$ cat config.mk
export PLATFORM = sky130hd
export DESIGN_NAME = mem_access
export DESIGN_NICKNAME = d
export VERILOG_FILES = /design/src/rtl/mem_access.sv
export SDC_FILE = /design/constraint.sdc
export NUM_CORES = 1
export LEC_CHECK = 0
export CAP_MARGIN = 20
export CORE_MARGIN = 4
export CORE_UTILIZATION = 30
export DETAILED_ROUTE_END_ITERATION = 8
export HOLD_SLACK_MARGIN = 0.03
export PLACE_DENSITY = 0.71
export SLEW_MARGIN = 20
export SYNTH_ARGS = -nofsm -noshare
export SYNTH_HDL_FRONTEND = slang
export SYNTH_SLANG_ARGS = --single-unit
$ cat constraint.sdc
create_clock -name i_clk -period 2.15 [get_ports i_clk]
set_input_delay 0.43 -clock i_clk [delete_from_list [all_inputs] [get_ports i_clk]]
set_output_delay 0.43 -clock i_clk [all_outputs]
set_load 0.03 [all_outputs]
$ cat src/rtl/mem_access.sv
// mem_access: MIPS memory-access stage. Runs a req/ack transaction on the
// data-RAM port for loads and stores, handles lane select, extension,
// byte enables and alignment, and feeds the MEM/WB register.
// i_rst_n is the asynchronous active-low RST input.
module mem_access (
  input  logic        i_clk,
  input  logic        i_rst_n,
  input  logic [7:0]  i_mem_alu_op,
  input  logic [31:0] i_mem_sdata,
  input  logic [31:0] i_mem_lsaddr,
  input  logic [31:0] i_mem_wdata,
  input  logic [4:0]  i_mem_waddr,
  input  logic        i_mem_wen,
  input  logic [31:0] i_mem_hi,
  input  logic [31:0] i_mem_lo,
  input  logic        i_mem_wen_hilo,
  input  logic        i_stall_mem,
  output logic        o_stall_req,
  output logic        o_addr_err,
  output logic        o_dram_req,
  output logic        o_dram_we,
  output logic [3:0]  o_dram_be,
  output logic [31:0] o_dram_addr,
  output logic [31:0] o_dram_wdata,
  input  logic        i_dram_ack,
  input  logic [31:0] i_dram_rdata,
  output logic [31:0] o_wb_wdata,
  output logic [4:0]  o_wb_waddr,
  output logic        o_wb_wen,
  output logic [31:0] o_wb_hi,
  output logic [31:0] o_wb_lo,
  output logic        o_wb_wen_hilo
);

  // Memory opcodes from defines.vh
  localparam logic [7:0] EXE_LB_OP  = 8'b1110_0000;
  localparam logic [7:0] EXE_LH_OP  = 8'b1110_0001;
  localparam logic [7:0] EXE_LW_OP  = 8'b1110_0011;
  localparam logic [7:0] EXE_LBU_OP = 8'b1110_0100;
  localparam logic [7:0] EXE_LHU_OP = 8'b1110_0101;
  localparam logic [7:0] EXE_SB_OP  = 8'b1110_1000;
  localparam logic [7:0] EXE_SH_OP  = 8'b1110_1001;
  localparam logic [7:0] EXE_SW_OP  = 8'b1110_1011;

  typedef enum logic [1:0] {IDLE, REQ, DONE} state_t;
  typedef enum logic [1:0] {SZ_B, SZ_H, SZ_W} size_t;

  state_t      r_state;
  logic        r_dram_req;
  logic        r_dram_we;
  logic [3:0]  r_dram_be;
  logic [31:0] r_dram_addr;
  logic [31:0] r_dram_wdata;
  logic [31:0] r_rdata;

  logic        w_is_load;
  logic        w_is_store;
  logic        w_signed;
  size_t       w_size;
  logic        w_misaligned;
  logic        w_is_mem;
  logic        w_go;
  logic [3:0]  w_be;
  logic [31:0] w_wdata;
  logic [7:0]  w_lane_b;
  logic [15:0] w_lane_h;
  logic [31:0] w_load_data;

  // Decode the operation into kind, access size and signedness.
  always_comb begin
    // NOTE: every output of a combinational block gets a default first so no latch is inferred.
    w_is_load  = 1'b0;
    w_is_store = 1'b0;
    w_signed   = 1'b0;
    w_size     = SZ_W;
    case (i_mem_alu_op)
      EXE_LB_OP:  begin w_is_load  = 1'b1; w_size = SZ_B; w_signed = 1'b1; end
      EXE_LBU_OP: begin w_is_load  = 1'b1; w_size = SZ_B; end
      EXE_LH_OP:  begin w_is_load  = 1'b1; w_size = SZ_H; w_signed = 1'b1; end
      EXE_LHU_OP: begin w_is_load  = 1'b1; w_size = SZ_H; end
      EXE_LW_OP:  begin w_is_load  = 1'b1; w_size = SZ_W; end
      EXE_SB_OP:  begin w_is_store = 1'b1; w_size = SZ_B; end
      EXE_SH_OP:  begin w_is_store = 1'b1; w_size = SZ_H; end
      EXE_SW_OP:  begin w_is_store = 1'b1; w_size = SZ_W; end
      default:    ;
    endcase
  end

  assign w_is_mem     = w_is_load | w_is_store;
  assign w_misaligned = ((w_size == SZ_H) && i_mem_lsaddr[0]) ||
                        ((w_size == SZ_W) && (i_mem_lsaddr[1:0] != 2'b00));
  assign w_go         = w_is_mem & ~w_misaligned;

  // Byte enables and lane-replicated store data for the access size.
  always_comb begin
    w_be    = 4'b1111;
    w_wdata = i_mem_sdata;
    case (w_size)
      SZ_B: begin
        w_be    = 4'b0001 << i_mem_lsaddr[1:0];
        w_wdata = {4{i_mem_sdata[7:0]}};
      end
      SZ_H: begin
        w_be    = i_mem_lsaddr[1] ? 4'b1100 : 4'b0011;
        w_wdata = {2{i_mem_sdata[15:0]}};
      end
      default: ;
    endcase
  end

  // Transaction FSM: IDLE issues, REQ waits for ack, DONE holds until released.
  always_ff @(posedge i_clk or negedge i_rst_n) begin
    if (!i_rst_n) begin
      r_state      <= IDLE;
      r_dram_req   <= 1'b0;
      r_dram_we    <= 1'b0;
      r_dram_be    <= 4'b0000;
      r_dram_addr  <= 32'h0;
      r_dram_wdata <= 32'h0;
      r_rdata      <= 32'h0;
    end else begin
      // NOTE: sequential state uses non-blocking assignments so all registers update together.
      case (r_state)
        IDLE: begin
          if (w_go) begin
            r_dram_req   <= 1'b1;
            r_dram_we    <= w_is_store;
            r_dram_be    <= w_be;
            r_dram_addr  <= {i_mem_lsaddr[31:2], 2'b00};
            r_dram_wdata <= w_wdata;
            r_state      <= REQ;
          end
        end
        REQ: begin
          if (i_dram_ack) begin
            r_rdata    <= i_dram_rdata;
            r_dram_req <= 1'b0;
            r_dram_we  <= 1'b0;
            r_dram_be  <= 4'b0000;
            r_state    <= DONE;
          end
        end
        DONE: begin
          if (!i_stall_mem) r_state <= IDLE;
        end
        default: r_state <= IDLE;
      endcase
    end
  end

  // Select the addressed lane of the captured read word and extend it.
  always_comb begin
    case (i_mem_lsaddr[1:0])
      2'd0:    w_lane_b = r_rdata[7:0];
      2'd1:    w_lane_b = r_rdata[15:8];
      2'd2:    w_lane_b = r_rdata[23:16];
      default: w_lane_b = r_rdata[31:24];
    endcase
    w_lane_h = i_mem_lsaddr[1] ? r_rdata[31:16] : r_rdata[15:0];
    case (w_size)
      SZ_B:    w_load_data = {{24{w_signed & w_lane_b[7]}}, w_lane_b};
      SZ_H:    w_load_data = {{16{w_signed & w_lane_h[15]}}, w_lane_h};
      default: w_load_data = r_rdata;
    endcase
  end

  // Write-back selection: loads only write once their data is in DONE.
  always_comb begin
    o_wb_wdata = i_mem_wdata;
    o_wb_wen   = i_mem_wen;
    if (w_is_load) begin
      o_wb_wen = (r_state == DONE) ? i_mem_wen : 1'b0;
      if (r_state == DONE) o_wb_wdata = w_load_data;
    end
    if (w_is_mem && w_misaligned) o_wb_wen = 1'b0;
  end

  assign o_stall_req   = ((r_state == IDLE) && w_go) || (r_state == REQ);
  assign o_addr_err    = w_is_mem & w_misaligned;
  assign o_dram_req    = r_dram_req;
  assign o_dram_we     = r_dram_we;
  assign o_dram_be     = r_dram_be;
  assign o_dram_addr   = r_dram_addr;
  assign o_dram_wdata  = r_dram_wdata;
  assign o_wb_waddr    = i_mem_waddr;
  assign o_wb_hi       = i_mem_hi;
  assign o_wb_lo       = i_mem_lo;
  assign o_wb_wen_hilo = i_mem_wen_hilo;

endmodule

==> results of run 1 <==
[worst paths after layout]
check | startpoint | end | slack [ns] | depth (start not counted)
max | r_rdata[7]$_DFFE_PN0P_ | o_wb_wdata[7] | -0.39 | 6
min reg2reg | o_dram_req$_DFFE_PN0P_ | o_dram_req$_DFFE_PN0P_ | 0.49 | 2
min | o_dram_req$_DFFE_PN0P_ | o_dram_req$_DFFE_PN0P_ | 0.49 | 2
max reg2reg | r_state[0]$_DFFE_PN0P_ | o_dram_addr[5]$_DFFE_PN0P_ | 0.55 | 6
max in group asynchronous | i_rst_n | r_rdata[22]$_DFFE_PN0P_ | 0.93 | 3
min in group asynchronous | i_rst_n | o_dram_addr[18]$_DFFE_PN0P_ | 0.51 | 2
[kinds of logic after synthesis]
logic type / synth area share (%)
DFF: 42.7
muxes: 26.3
and+or+nand+nor: 9.31
other: 0.0627
AOI/OAI and AO/OA: 9.23
buffers and inverters: 12.4
[stage by stage]
| stage | std cells | area [um^2] | util, % | worst slack (ns) |
|---|---|---|---|---|
| 4_1_cts | 1054 | 9890 | 50.6 | -0.364 |
| 3_3_place_gp | 1004 | 8810 | 45.1 | -1.03 |
| 3_5_place_dp | 1004 | 8810 | 45.1 | -1.07 |
| 5_1_grt | 1059 | 10000 | 51.3 | -0.436 |
| 6_report | 1059 | 10000 | 51.3 | -0.391 |
| 2_1_floorplan | 542 | 6340 | - | -0.186 |
[cells in the mapped netlist, drive strengths merged, types with 2 or more instances]
| cell type | number |
|---|---|
| o21ai | 24 |
| mux2i | 13 |
| dfrtp | 102 |
| nor2b | 10 |
| nor2 | 40 |
| nor3 | 10 |
| inv | 2 |
| mux2 | 111 |
| nand2b | 5 |
| nand2 | 43 |
| buf | 98 |
| a21oi | 14 |
| a222oi | 9 |
| mux4 | 8 |
| a31oi | 23 |
| clkbuf | 10 |
[layout make-up]
cell class              instances  area (um^2)
diodes                          1         2.50
clock buffers                  10          239
clock inverters                 6         67.6
fillers                      1667         9500
inverters                       2         7.51
multi-input cells             330         3230
flip-flops and latches        102         2550
well taps                     265          332
repair buffers                343         3600
[what timing repair did]
item	CTS	global route
buffers inserted	29	5
cloned	6	0
pin swaps	25	17
hold buffers	1	0
resized for setup	143	26
endpoints found under the hold margin	19	0
setup endpoints to repair	99	34
[metal layers]
| layer | vias to the layer above | wire [um] | global-route usage [%] | share of wire, % |
|---|---|---|---|---|
| met5 | - | 32 | 0 | 0.14 |
| met4 | 4 | 726 | 7.00 | 3.1 |
| met3 | 57 | 2260 | 7.14 | 9.6 |
| met2 | 271 | 11800 | 34.9 | 50 |
| met1 | 2579 | 8720 | 23.8 | 37 |
| li1 | 2351 | - | - | - |
[critical path, cell delays in order, from the launching register on]
cell	delay [ns]
dfrtp_1	0.40
mux4_2	0.49
buf_6	0.14
a222oi_1	0.36
buf_4	0.19
a21oi_4	0.05
buf_6	0.14
[state kept, by name (all words and copies together), names as in the netlist]
name / count
o_dram_addr: 30
o_dram_req: 1
r_rdata: 32
r_state: 2
o_dram_we: 1
o_dram_wdata: 32
o_dram_be: 4
[report_power, final]
part | switching [mW] | internal (mW) | total [mW]
Clock | 0.785 | 0.943 | 1.73
Combinational | 1.40 | 1.48 | 2.89
Sequential | 0.292 | 2.35 | 2.64
==> run_results.csv, run 1 <==
group,metric,value,unit
global_routing,grt_max_degree,57,
global_routing,grt_pass1_vias,5539,
final_layout,layout_commonest_cell,"clkdlybuf4s50_1",
die,die_w,149,um
timing,worstMarginPinSlew,0.505,ns
critical_path,start_kind,"flip-flop",
status,violations,"negative setup slack",
timing,slew_headroom,66.3,%
cts,cts_made_buffers,9,
timing,clock.fmax,394,MHz
logic_synthesis,async_flop_share,100,%
logic_synthesis,synth_top_cells_by_area,"dfrtp_1 43%, mux2_2 20%, buf_4 9.5%",
cts,cts_tree,"built",
global_routing,antenna_found_initial,4,
global_routing,grt_usage,20.4,%
logic_synthesis,synth_edf_count,0,
logic_synthesis,ys_seq_area_share,42.7,%
logic_synthesis,syn_area,0.00598,mm^2
timing,setup_tns,-9.78,ns
detailed_routing,viasPerCell,4.97,
critical_path,cp.arrival,2.11,ns
timing,min_period,2.54,ns
critical_path,path_class,"flip-flop to output pin",
pwr,finalPower,7.25,mW
timing,slew_violations,0,
logic_synthesis,yosysUniqueCellTypes,43,
cts,h-tree-depth,3,
detailed_routing,vias,5262,
pwr,power_density,723,mW/mm^2
global_routing,overflow,0,
cts,path_clk_slew,0.07,ns
worst_hold_path,min_path_type,"flip-flop to flip-flop",
pwr,irDropWorstVdd,0.489,mV
cts,clkSinkCount,102,
final_layout,syn_to_final_growth,67.7,%
placement,gp_congestion,0.840,
timing,setup-violations-final,32,
timing,clock-skew-final,0.00781,ns
final_layout,layout_common_cells,"197 x clkdlybuf4s50_1, 107 x mux2_2, 102 x dfrtp_1",
detailed_routing,routed_wl,23500,um
logic_synthesis,synth.top_cell.area_share,42.7,%
final_layout,drive_gt1_share,42.9,%
die,die_area,0.0223,mm^2
logic_synthesis,synth_top_area_cell,"dfrtp_1",
timing,hold_viol,0,
critical_path,worstSetupEndpointType,"output pin",
die,start_util,30.6,%
placement,dp_hpwl,17500,um
pwr,p_leak,4.32,nW
run,drv_cap,0,
die,io_pins,386,
timing,timing.final.crit_share,118,%
logic_synthesis,syn_inst,541,
detailed_routing,dr.pass1.iters,6,
detailed_routing,ant_nets,0,
logic_synthesis,yosys_register_bits,102,
critical_path,cp.required,1.72,ns
timing,whs,0.493,ns
detailed_routing,drtIter0Drc,410,
timing,rsz0062_at_grt,"true",
critical_path,critPathMaxFanout,2,
final_layout,fin_nets,999,
detailed_routing,drc,0,
status,outcome,"finished, violations left",
logic_synthesis,synth_flop_cell,"dfrtp_1",
cts,root_buffer,"clkbuf_16",
cts,clk_latency,0.35,ns
global_routing,grt_first_pass_wirelength,34300,um
cts,clockBufferDepth,2,
logic_synthesis,syn_avg_cell_area,11.1,um^2
die,rows,51,
logic_synthesis,ys_warn_count,0,
placement,io_buffers,243,
detailed_routing,post_drt_wl_per_cell,22.2,um
timing,setup_slack,-0.391,ns
die,coreArea,0.0195,mm^2
die,die_height,149,um
Power figures use the tool's default switching activity.
==> run 2, diff against run 1 <==
Settings changed: ABC_CLOCK_PERIOD_IN_PS from default to 2150.
==> results of run 2 <==
Same layout as run 1: the final DEF is identical, and so are final timing and power.
